[config.mk]
export PLATFORM = sky130hd
export DESIGN_NAME = config_buf_writer
export DESIGN_NICKNAME = d
export VERILOG_FILES = /design/src/rtl/config_pkg.sv /design/src/rtl/config_bin2dec.sv /design/src/rtl/config_buf_writer.sv
export SDC_FILE = /design/constraint.sdc
export NUM_CORES = 1
export LEC_CHECK = 0
export BUFFER_PORTS_ARGS = -buffer_cell sky130_fd_sc_hd__buf_4
export CORE_ASPECT_RATIO = 0.75
export CORE_MARGIN = 2
export CORE_UTILIZATION = 35
export CTS_BUF_LIST = sky130_fd_sc_hd__clkbuf_8
export DETAILED_ROUTE_END_ITERATION = 6
export PLACE_DENSITY = 0.52
export SYNTH_ARGS = -nofsm -noshare
export SYNTH_HDL_FRONTEND = slang
export SYNTH_SLANG_ARGS = --single-unit
[constraint.sdc]
create_clock -name clk_in -period 3.75 [get_ports clk_in]
set_input_delay 0.375 -clock clk_in [delete_from_list [all_inputs] [get_ports clk_in]]
set_output_delay 0.375 -clock clk_in [all_outputs]
set_load 0.05 [all_outputs]
[src/rtl/config_pkg.sv]
// Shared types and geometry for the 40x23 menu tile buffer writer.
// Holds opcodes, FSM state encodings and the row/column to address mapping.
package config_pkg;

    typedef enum logic [1:0] {
        OP_CLEAR  = 2'd0,
        OP_PUT    = 2'd1,
        OP_STRING = 2'd2,
        OP_DEC    = 2'd3
    } op_e;

    typedef enum logic [2:0] {
        S_IDLE,
        S_CLEAR,
        S_PUT,
        S_STR,
        S_DEC_CONV,
        S_DEC_WR
    } state_e;

    typedef enum logic [1:0] {
        B_IDLE,
        B_HUND,
        B_TENS
    } b2d_state_e;

    localparam logic [6:0] BUF_COLS  = 7'd40;
    localparam logic [4:0] BUF_ROWS  = 5'd23;
    localparam logic [9:0] BUF_DEPTH = 10'd920;

    // 40*row + col built from shifts so no multiplier is inferred.
    function automatic logic [9:0] buf_addr(input logic [4:0] row, input logic [6:0] col);
        logic [9:0] r;
        r = {5'b0, row};
        return (r << 5) + (r << 3) + {3'b0, col};
    endfunction

endpackage

[src/rtl/config_bin2dec.sv]
// Sequential 8-bit binary to three-digit BCD converter.
// Subtracts 100 until below, then 10 until below; at most 12 cycles per value.
module config_bin2dec
    import config_pkg::*;
(
    input  logic       clk_in,
    input  logic       rst_n_in,
    input  logic       start_in,
    input  logic [7:0] value_in,
    output logic       done_out,
    output logic [3:0] hundreds_out,
    output logic [3:0] tens_out,
    output logic [3:0] ones_out
);

    b2d_state_e state_q, state_d;
    logic       done_q, done_d;
    logic [7:0] val_q, val_d;
    logic [3:0] hund_q, hund_d;
    logic [3:0] tens_q, tens_d;
    logic [3:0] ones_q, ones_d;

    always_comb begin
        state_d = state_q;
        done_d  = 1'b0;
        val_d   = val_q;
        hund_d  = hund_q;
        tens_d  = tens_q;
        ones_d  = ones_q;
        case (state_q)
            B_IDLE: begin
                if (start_in) begin
                    val_d   = value_in;
                    hund_d  = 4'd0;
                    tens_d  = 4'd0;
                    state_d = B_HUND;
                end
            end
            B_HUND: begin
                if (val_q >= 8'd100) begin
                    val_d  = val_q - 8'd100;
                    hund_d = hund_q + 4'd1;
                end else begin
                    state_d = B_TENS;
                end
            end
            B_TENS: begin
                if (val_q >= 8'd10) begin
                    val_d  = val_q - 8'd10;
                    tens_d = tens_q + 4'd1;
                end else begin
                    ones_d  = val_q[3:0];
                    done_d  = 1'b1;
                    state_d = B_IDLE;
                end
            end
            default: state_d = B_IDLE;
        endcase
    end

    always_ff @(posedge clk_in) begin
        if (!rst_n_in) begin
            state_q <= B_IDLE;
            done_q  <= 1'b0;
        end else begin
            state_q <= state_d;
            done_q  <= done_d;
        end
    end

    always_ff @(posedge clk_in) begin
        val_q  <= val_d;
        hund_q <= hund_d;
        tens_q <= tens_d;
        ones_q <= ones_d;
    end

    assign done_out     = done_q;
    assign hundreds_out = hund_q;
    assign tens_out     = tens_q;
    assign ones_out     = ones_q;

endmodule

[src/rtl/config_buf_writer.sv]
// Turns menu draw commands (CLEAR/PUT/STRING/DEC) into single-byte writes
// on the 40x23 tile buffer write port; every output is a flop.
module config_buf_writer
    import config_pkg::*;
#(
    parameter int          STR_ROM_LATENCY = 2,
    parameter logic [7:0]  BLANK_TILE      = 8'h20
) (
    input  logic       clk_in,
    input  logic       rst_n_in,
    input  logic       cmd_valid_in,
    output logic       cmd_ready_out,
    input  logic [1:0] cmd_op_in,
    input  logic [4:0] cmd_row_in,
    input  logic [5:0] cmd_col_in,
    input  logic [9:0] cmd_arg_in,
    input  logic [5:0] cmd_len_in,
    output logic [9:0] str_addr_out,
    input  logic [7:0] str_data_in,
    output logic [9:0] buf_write_addr_out,
    output logic [7:0] buf_write_data_out,
    output logic       buf_write_en_out,
    output logic       done_out
);

    localparam int L = STR_ROM_LATENCY;

    state_e     state_q, state_d;
    logic       ready_q, ready_d;
    logic       wen_q, wen_d;
    logic [9:0] waddr_q, waddr_d;
    logic [7:0] wdata_q, wdata_d;
    logic       done_q, done_d;
    logic [9:0] str_addr_q, str_addr_d;
    logic [9:0] cnt_q, cnt_d;
    logic [4:0] row_q, row_d;
    logic [5:0] col_q, col_d;
    logic [9:0] arg_q, arg_d;
    logic [5:0] len_q, len_d;
    logic       oob_q, oob_d;

    // Column and valid travel alongside the ROM read so the returned byte lands in the right cell.
    logic [L-1:0]       sv_q, sv_d;
    logic [L-1:0][6:0]  scol_q, scol_d;
    logic [L-1:0]       sv_older;

    logic       accept;
    logic       cmd_oob;
    logic       b2d_start;
    logic       b2d_done;
    logic [3:0] dig_h, dig_t, dig_o;
    logic [6:0] dec_col;
    logic [7:0] dec_tile;

    function automatic logic [7:0] ascii_digit(input logic [3:0] d);
        return 8'h30 + {4'h0, d};
    endfunction

    config_bin2dec u_bin2dec (
        .clk_in       (clk_in),
        .rst_n_in     (rst_n_in),
        .start_in     (b2d_start),
        .value_in     (arg_q[7:0]),
        .done_out     (b2d_done),
        .hundreds_out (dig_h),
        .tens_out     (dig_t),
        .ones_out     (dig_o)
    );

    assign accept  = cmd_valid_in && ready_q;
    assign cmd_oob = (cmd_row_in >= BUF_ROWS) || ({1'b0, cmd_col_in} >= BUF_COLS);

    // Leading zeros of hundreds and tens print as blanks; ones always prints.
    always_comb begin
        dec_col  = {1'b0, col_q} + {5'b0, cnt_q[1:0]};
        dec_tile = ascii_digit(dig_o);
        case (cnt_q[1:0])
            2'd0:    dec_tile = (dig_h == 4'd0) ? BLANK_TILE : ascii_digit(dig_h);
            2'd1:    dec_tile = (dig_h == 4'd0 && dig_t == 4'd0) ? BLANK_TILE : ascii_digit(dig_t);
            default: dec_tile = ascii_digit(dig_o);
        endcase
    end

    always_comb begin
        state_d    = state_q;
        wen_d      = 1'b0;
        waddr_d    = waddr_q;
        wdata_d    = wdata_q;
        done_d     = 1'b0;
        str_addr_d = str_addr_q;
        cnt_d      = cnt_q;
        row_d      = row_q;
        col_d      = col_q;
        arg_d      = arg_q;
        len_d      = len_q;
        oob_d      = oob_q;
        b2d_start  = 1'b0;
        for (int k = L - 1; k > 0; k--) begin
            sv_d[k]   = sv_q[k-1];
            scol_d[k] = scol_q[k-1];
        end
        sv_d[0]   = 1'b0;
        scol_d[0] = scol_q[0];
        sv_older  = sv_q;
        sv_older[L-1] = 1'b0;

        case (state_q)
            S_IDLE: begin
                if (accept) begin
                    row_d = cmd_row_in;
                    col_d = cmd_col_in;
                    arg_d = cmd_arg_in;
                    len_d = cmd_len_in;
                    oob_d = cmd_oob;
                    cnt_d = 10'd0;
                    case (op_e'(cmd_op_in))
                        OP_CLEAR: begin
                            wen_d   = 1'b1;
                            waddr_d = 10'd0;
                            wdata_d = BLANK_TILE;
                            cnt_d   = 10'd1;
                            state_d = S_CLEAR;
                        end
                        OP_PUT: begin
                            wen_d   = !cmd_oob;
                            waddr_d = buf_addr(cmd_row_in, {1'b0, cmd_col_in});
                            wdata_d = cmd_arg_in[7:0];
                            done_d  = 1'b1;
                            state_d = S_PUT;
                        end
                        OP_STRING: begin
                            state_d = S_STR;
                            if (cmd_len_in != 6'd0) begin
                                sv_d[0]    = 1'b1;
                                scol_d[0]  = {1'b0, cmd_col_in};
                                str_addr_d = cmd_arg_in;
                                cnt_d      = 10'd1;
                            end else begin
                                done_d = 1'b1;
                            end
                        end
                        default: begin
                            state_d = S_DEC_CONV;
                        end
                    endcase
                end
            end
            S_CLEAR: begin
                if (cnt_q == BUF_DEPTH) begin
                    state_d = S_IDLE;
                end else begin
                    wen_d   = 1'b1;
                    waddr_d = cnt_q;
                    wdata_d = BLANK_TILE;
                    done_d  = (cnt_q == BUF_DEPTH - 10'd1);
                    cnt_d   = cnt_q + 10'd1;
                end
            end
            S_PUT: state_d = S_IDLE;
            S_STR: begin
                if (cnt_q < {4'b0, len_q}) begin
                    sv_d[0]    = 1'b1;
                    scol_d[0]  = {1'b0, col_q} + cnt_q[6:0];
                    str_addr_d = arg_q + cnt_q;
                    cnt_d      = cnt_q + 10'd1;
                end
                if (sv_q[L-1]) begin
                    wen_d   = !oob_q && (scol_q[L-1] < BUF_COLS);
                    waddr_d = buf_addr(row_q, scol_q[L-1]);
                    wdata_d = str_data_in;
                    done_d  = (cnt_q == {4'b0, len_q}) && (sv_older == '0);
                end
                if (cnt_q == {4'b0, len_q} && sv_q == '0)
                    state_d = S_IDLE;
            end
            S_DEC_CONV: begin
                // Start is issued here so the converter sees the latched value.
                b2d_start = (cnt_q == 10'd0);
                cnt_d     = 10'd1;
                if (b2d_done) begin
                    cnt_d   = 10'd0;
                    state_d = S_DEC_WR;
                end
            end
            S_DEC_WR: begin
                if (cnt_q == 10'd3) begin
                    state_d = S_IDLE;
                end else begin
                    wen_d   = !oob_q && (dec_col < BUF_COLS);
                    waddr_d = buf_addr(row_q, dec_col);
                    wdata_d = dec_tile;
                    done_d  = (cnt_q == 10'd2);
                    cnt_d   = cnt_q + 10'd1;
                end
            end
            default: state_d = S_IDLE;
        endcase

        ready_d = (state_d == S_IDLE);
    end

    always_ff @(posedge clk_in) begin
        if (!rst_n_in) begin
            state_q    <= S_IDLE;
            ready_q    <= 1'b0;
            wen_q      <= 1'b0;
            waddr_q    <= 10'd0;
            wdata_q    <= 8'd0;
            done_q     <= 1'b0;
            str_addr_q <= 10'd0;
            cnt_q      <= 10'd0;
            sv_q       <= '0;
        end else begin
            state_q    <= state_d;
            ready_q    <= ready_d;
            wen_q      <= wen_d;
            waddr_q    <= waddr_d;
            wdata_q    <= wdata_d;
            done_q     <= done_d;
            str_addr_q <= str_addr_d;
            cnt_q      <= cnt_d;
            sv_q       <= sv_d;
        end
    end

    always_ff @(posedge clk_in) begin
        row_q  <= row_d;
        col_q  <= col_d;
        arg_q  <= arg_d;
        len_q  <= len_d;
        oob_q  <= oob_d;
        scol_q <= scol_d;
    end

    assign cmd_ready_out      = ready_q;
    assign buf_write_en_out   = wen_q;
    assign buf_write_addr_out = waddr_q;
    assign buf_write_data_out = wdata_q;
    assign done_out           = done_q;
    assign str_addr_out       = str_addr_q;

endmodule

### Yosys cells after proc, flatten, opt, wreduce, memory -nomap -nowiden

Index checks and enable logic that the tools add are counted.

| cells by class | value |
|---|---|
| add/sub/neg operators | 16 |
| $lt $le $gt $ge | 7 |
| equality and inequality tests | 27 |
| multiplexer cells | 73 |
| bitwise operators | 2 |
| reduce and logical (&&, ||, !) cells | 35 |

Operators by type and width:

| cell | count |
|---|---|
| 10-bit two-way mux | 12 |
| 8-bit two-way mux | 7 |
| 10-bit case mux with 5 select lines | 1 |
| 7-bit two-way mux | 6 |
| 10-bit case mux with 2 select lines | 2 |
| 10-bit case mux with 4 select lines | 1 |
| 8-bit case mux with 4 select lines | 1 |
| 7-bit case mux with 2 select lines | 2 |
| 8-bit case mux with 3 select lines | 1 |
| 6-bit by 4-bit adder with 7-bit output, first input constant | 3 |
| 10-bit by 7-bit adder with 10-bit output | 2 |
| 10-bit by 8-bit adder with 10-bit output | 2 |
| 10-bit equality test, second input constant | 2 |
| 10-bit by 2-bit equality test with 1-bit output, second input constant | 2 |
| 2-bit != test, second input constant | 9 |
| 1-bit two-way mux | 17 |
| 4-bit case mux with 2 select lines | 2 |
| 8-bit case mux with 2 select lines | 1 |
| 3-bit two-way mux | 5 |
| 3-bit case mux with 5 select lines | 1 |
| 7-bit by 6-bit less-than comparator with 1-bit output, second input constant | 2 |
| 4-bit two-way mux | 3 |
| 10-bit by 1-bit adder with 10-bit output, second input constant | 1 |
| 10-bit adder | 1 |
| 42 further kinds | 74 |

| word-level totals | value |
|---|---|
| register bits | 111 |
| input port bits | 40 |
| output and inout port bits | 31 |
| word-level logic and storage cells | 182 |

### Logic depth before layout (Yosys ltp)

| logic depth | value |
|---|---|
| word-level depth | 6 |
| gate-level depth with buffers | 14 |
| depth with buffers taken out | 14 |

### Modules after synthesis

Synthesis repeated with hierarchy kept, for this count alone.

| unflattened totals | value |
|---|---|
| cells, all modules | 689 |
| area, all modules | 6750.2 µm² |

Modules (own cells, without submodules):

| module | instances | cells each | area an instance (µm²) | sequential area each (µm²) |
|---|---|---|---|---|
| config_buf_writer | 1 | 560 | 5330.1 | 2112.0 |
| config_bin2dec | 1 | 129 | 1420.1 | 660.6 |

### Worst setup path after synthesis

Ideal clock, no wire load.

| path | value |
|---|---|
| path type | reg-to-reg |
| from | register cnt_q[1] |
| to | register waddr_q[9], in the netlist buf_write_addr_out[9] |
| library setup time | 0.128 ns |
| arrival time | 3.019 ns |
| data required time | 3.622 ns |
| path slack | 0.604 ns |
| stages on the path, launching flop included | 15 |
| buffers on the path | 0 |
| clock period less this slack | 3.146 ns |
| cells stage by stage | dfxtp_1 ha_1 a21o_1 and2_1 xnor2_1 o21ai_0 ha_1 inv_1 fa_1 nor2b_1 o21ai_0 a2111oi_0 xnor2_1 a22oi_1 a31oi_1 |

| on the way | value |
|---|---|
| cells in the longest elaborated chain, start to end | 4 |
| elaborated cells between the ends (all ways) | 9 |
| those cells by class | 2 x add/sub; 4 x eq/ne; 2 x mux; 1 x reduce/logical |

RTL lines:

| item | RTL line | text |
|---|---|---|
| from (decl) | config_buf_writer.sv:35 | `logic [9:0] cnt_q, cnt_d;` |
| from (signal assigned) | config_buf_writer.sv:221 | `cnt_q <= cnt_d;` |
| 6-bit by 2-bit adder with 7-bit output | config_buf_writer.sv:75 | `dec_col = {1'b0, col_q} + {5'b0, cnt_q[1:0]};` |
| 10-bit by 7-bit adder with 10-bit output | config_pkg.sv:35 | `return (r << 5) + (r << 3) + {3'b0, col};` |
| 10-bit two-way mux | config_buf_writer.sv:186 | `if (cnt_q == 10'd3) begin` |
| 10-bit case mux with 4 select lines | config_buf_writer.sv:107 | `case (state_q)` |
| to (signal assigned) | config_buf_writer.sv:217 | `waddr_q <= waddr_d;` |
| to (decl) | config_buf_writer.sv:31 | `logic [9:0] waddr_q, waddr_d;` |

Several ways; a longest one is shown, not always the timed one. The select of a mux whose other input is x is not followed.
A chain may end at the register's enable or synchronous reset.

### Worst setup path after layout

| path | value |
|---|---|
| from | register col_q[1] |
| to | register waddr_q[9], in the netlist buf_write_addr_out[9] |

| on the way | value |
|---|---|
| cells in the longest elaborated chain, start to end | 4 |

RTL lines:

| item | RTL line | text |
|---|---|---|
| from (decl) | config_buf_writer.sv:37 | `logic [5:0] col_q, col_d;` |
| from (signal assigned) | config_buf_writer.sv:228 | `col_q <= col_d;` |
| 6-bit by 2-bit adder with 7-bit output | config_buf_writer.sv:75 |  |
| 10-bit by 7-bit adder with 10-bit output | config_pkg.sv:35 |  |
| 10-bit two-way mux | config_buf_writer.sv:186 |  |
| 10-bit case mux with 4 select lines | config_buf_writer.sv:107 |  |

Every way passes these cells. The select of a mux whose other input is x is not followed.

==> parameters.txt <==
Parameter                              Value

GRT
  Via count of the first global-routing pass    5537
  Global-route total usage across every layer    0.2016
  Initial antenna violation count    0
  First-pass GRT wire length    approximately 31000 um
  Total congestion overflow after global routing    0
  Largest net degree at the start of global routing    33

Final layout
  Area of the multi-input gates    between 0.003 and 0.004 mm^2
  Register cell area after layout    between 0.002 and 0.003 mm^2
  Diodes inserted    0
  Number of filler instances in the final layout    approximately 1900
  Share of cells above drive strength 1    0.1650
  Number of nets in the final layout    around 880
  Growth of design area from synthesis to finish    15.29%

Synthesis
  Number of synthesized flops with an enable pin    55
  Portion of the post-synthesis area used by sequential elements    0.4082
  Mapped cell area    ~0.0068 mm^2
  Mean cell area of the mapped netlist    about 9.6 um^2
  Async set or reset register ratio after synthesis    0
  Post-synth net total    814
  Dominant register cell in the synthesized netlist    sky130_fd_sc_hd__dfxtp_1
  Total of flip-flops plus latches after synthesis    111
  Count of cell types in the netlist    between 70 and 80
  Number of instances in the synthesized netlist    slightly above 700
  Synthesis Warnings    0

STA
  Worst Skew    between 15 and 20 ps
  Worst max-slew margin expressed relative to the limit    0.4983
  Final sum of negative setup slack    0 ps
  Max Clock Freq    just under 0.3 GHz
  Hold Worst Slack    ~160 ps
  Share of the clock period used by the worst path after layout    0.9007
  Number of setup violations in the final report    0
  Shortest period the worst path allows    between 3000 and 4000 ps
  Fin. Hold Viols    0
  Max Transition Viols Final    0
  Setup repair after global routing missed its margin    false
  Transition time of the tightest slew-check pin    between 700 and 800 ps

Routing
  Post-DR vias/cell    ~5.4
  Total length of routed met2 wires    ~8300 um
  # DRC    0
  Post-detailed-route wirelength per cell    a little under 20 um
  Vias    roughly 5600
  M1 WL    approximately 10000 um
  Wire length on met3    1162 um
  Detailed router's first-iteration violation count    401
  Antenna-violating nets left    0
  Final Routed Wirelength    around 20000 um
  DR pass1 iterations    5
  Max layer used    met4

Critical path
  Peak fanout along the critical path    4
  Data arrival at the endpoint of the critical path    around 3600 ps
  Type of element capturing the critical path    flop
  Critical path data required time    roughly 4000 ps
  Critical Path Source Type    flop
  CP Class    flop to flop
  Highest cell delay on the worst timing path    430 ps
  Slowest stage cell on the critical path    sky130_fd_sc_hd__edfxtp_1
  Critical Path, Cell by Cell    ha_1, a21o_1, and2_1, xnor2_1, o21ai_0, ha_1, inv_1, fa_1, nor2b_1, o21ai_0, a2111oi_2, xnor2_1, a22oi_1, a31oi_1

Clock network
  Clock slew at reported path FFs    about 110 ps
  Postcts setup bufs    0
  CTS H-Tree Depth    3
  Clock buffer count from CTS    9
  CTS max path bufs    2
  Clock tree from TritonCTS    yes
  TritonCTS Sinks    between 100 and 150
  Clk root buf    sky130_fd_sc_hd__clkbuf_8
  Clk_lat worst skew    ~400 ps

Power and ir drop
  Ratio of total power to cell area    430.7 mW/mm^2
  Static Leakage    ~3.1 nW
  Largest vdd supply drop    between 0.15 and 0.2 mV

Placement
  HPWL reported at the end of detailed placement    15000 um
  Input/output buffers    70
  Final weighted congestion in routability-driven placement    0.9108

Job
  Number of violations of the max-capacitance limit    0

Die
  Standard-cell row count    between 40 and 50
  Die outline width    approximately 160 um
  Count of boundary I/O pins    between 70 and 80
  Initial standard-cell utilization of the core    0.3535
  Die area    about 0.02 mm^2
  Placeable core region    0.01921 mm^2
  Die span in y    roughly 120 um

Hold path
  Class of the most critical hold timing path    input pin to flop

Run status
  Status    finished, final reports clean
## layout make-up
type                    instances  area share
inverters                      43     0.02061
clock inverters                 6    0.007669
multi-input cells             524      0.4753
repair buffers                 88     0.08436
clock buffers                  10     0.01757
well taps                     253     0.04042
flip-flops and latches        111      0.3541
## worst max-delay path: cells and delay by family, from the launching register on
family	cells	cell delay (ps)
and+or+nand+nor	2	320
xor gates and xnor gates	2	250
DFF	1	430
AOI/OAI and AO/OA	6	1250
buffers and inverters	1	70
adders and majority gates	3	940
## final timing paths
check,startpoint,end,slack (ps),depth (start not counted)
setup / recovery,col_q[1]$_DFFE_PP_,buf_write_addr_out[9]$_SDFFE_PN0P_,370,14
hold / removal,cmd_arg_in[9],arg_q[9]$_DFFE_PP_,160,1
hold reg to reg,scol_d[9]$_DFFE_PP_,scol_q[9]$_DFF_P_,350,0
setup reg to reg,col_q[1]$_DFFE_PP_,buf_write_addr_out[9]$_SDFFE_PN0P_,370,14
## layer usage
metal	GRT usage	vias up
met5	0	-
met4	0.04143	0
met3	0.03663	21
met2	0.2867	186
met1	0.3154	2706
li1	-	2723
## power by group
| part | switching [mW] | total, mW | internal (mW) |
|---|---|---|---|
| registers | 0.133 | 1.58 | 1.45 |
| logic | 0.643 | 1.04 | 0.395 |
| clock network | 0.427 | 0.752 | 0.326 |
## stage by stage
stage	cell area, um^2	std cells	setup WS, ps	util	power, mW
after CTS	7825	1035	299.4	0.4073	3.381
after detailed placement	7627	1019	314.5	0.3970	2.634
after floorplan	6793	709	603.5	-	2.307
after global placement	7627	1019	390.5	0.3970	2.607
final	7831	1035	372.5	0.4076	3.373
after global routing	7831	1035	90.47	0.4076	3.557
## cell families (layout without fill, tap and decap cells)
kind of cell             Yosys count  after routing  synth area share
XOR/XNOR                          36             36           0.04642
AND/OR/NAND/NOR                  216            216            0.1621
adder cells (fa/ha/maj)           65             65            0.1264
multiplexers                       6              6          0.009026
buffers and inverters             74            147           0.04476
AO/OA/AOI/OAI                    201            201            0.2032
flip-flops                       111            111            0.4082
## Yosys cell counts, types with 10 or more instances
cell | count | area [um^2]
sky130_fd_sc_hd__a21oi_1 | 50 | 250.2
sky130_fd_sc_hd__xnor2_1 | 23 | 201.4
sky130_fd_sc_hd__a22oi_1 | 16 | 120.1
sky130_fd_sc_hd__edfxtp_1 | 55 | 1652
sky130_fd_sc_hd__nor2_1 | 61 | 229.0
sky130_fd_sc_hd__nand3_1 | 14 | 70.07
sky130_fd_sc_hd__and2_1 | 10 | 62.56
sky130_fd_sc_hd__a211oi_1 | 11 | 82.58
sky130_fd_sc_hd__xor2_1 | 13 | 113.9
sky130_fd_sc_hd__inv_1 | 42 | 157.7
sky130_fd_sc_hd__clkbuf_1 | 19 | 71.32
sky130_fd_sc_hd__dfxtp_1 | 56 | 1121
sky130_fd_sc_hd__nand2_1 | 63 | 236.5
sky130_fd_sc_hd__a21o_1 | 12 | 90.09
sky130_fd_sc_hd__nor2b_1 | 10 | 62.56
sky130_fd_sc_hd__o21ai_0 | 42 | 210.2
sky130_fd_sc_hd__nor3_1 | 10 | 50.05
sky130_fd_sc_hd__ha_1 | 59 | 738.2
## timing repair
action,in CTS,in global routing
hold buffers,0,0
setup endpoints to repair,0,1
resized for setup,0,2
## sequential cells by signal (all words and copies together) (netlist names), 7 cells and up
signal              cells
buf_write_data_out      8
scol_d                  7
cnt_q                  10
str_addr_out           10
arg_q                  10
u_bin2dec.val_q         8
buf_write_addr_out     10
scol_q                  7
## layout by cell type (no fill, tap or decap), types with 4 or more instances in the layout
| master | instances |
|---|---|
| sky130_fd_sc_hd__a311oi_1 | 5 |
| sky130_fd_sc_hd__a22oi_1 | 16 |
| sky130_fd_sc_hd__ha_1 | 59 |
| sky130_fd_sc_hd__clkbuf_8 | 10 |
| sky130_fd_sc_hd__a21oi_1 | 50 |
| sky130_fd_sc_hd__a211oi_1 | 11 |
| sky130_fd_sc_hd__xnor2_1 | 23 |
| sky130_fd_sc_hd__o21ai_0 | 42 |
| sky130_fd_sc_hd__inv_1 | 43 |
| sky130_fd_sc_hd__a31oi_1 | 9 |
| sky130_fd_sc_hd__nor3_1 | 10 |
| sky130_fd_sc_hd__a211oi_2 | 5 |
| sky130_fd_sc_hd__and2_1 | 10 |
| sky130_fd_sc_hd__buf_4 | 88 |
| sky130_fd_sc_hd__o211ai_1 | 4 |
| sky130_fd_sc_hd__dfxtp_1 | 56 |
| sky130_fd_sc_hd__and3_1 | 5 |
| sky130_fd_sc_hd__edfxtp_1 | 55 |
| sky130_fd_sc_hd__xor2_1 | 13 |
| sky130_fd_sc_hd__nand3b_1 | 4 |
| sky130_fd_sc_hd__nor2b_1 | 10 |
| sky130_fd_sc_hd__a221oi_1 | 9 |
| sky130_fd_sc_hd__nor2_1 | 61 |
| sky130_fd_sc_hd__nand2b_1 | 6 |
| sky130_fd_sc_hd__o22ai_1 | 5 |
| sky130_fd_sc_hd__fa_1 | 6 |
| sky130_fd_sc_hd__nand2_1 | 63 |
| sky130_fd_sc_hd__nor4_1 | 4 |
| sky130_fd_sc_hd__mux2i_1 | 5 |
| sky130_fd_sc_hd__nand3_1 | 14 |
| sky130_fd_sc_hd__or2_2 | 4 |
| sky130_fd_sc_hd__a21o_1 | 12 |
| sky130_fd_sc_hd__or3_1 | 5 |
Power figures use the tool's default switching activity.
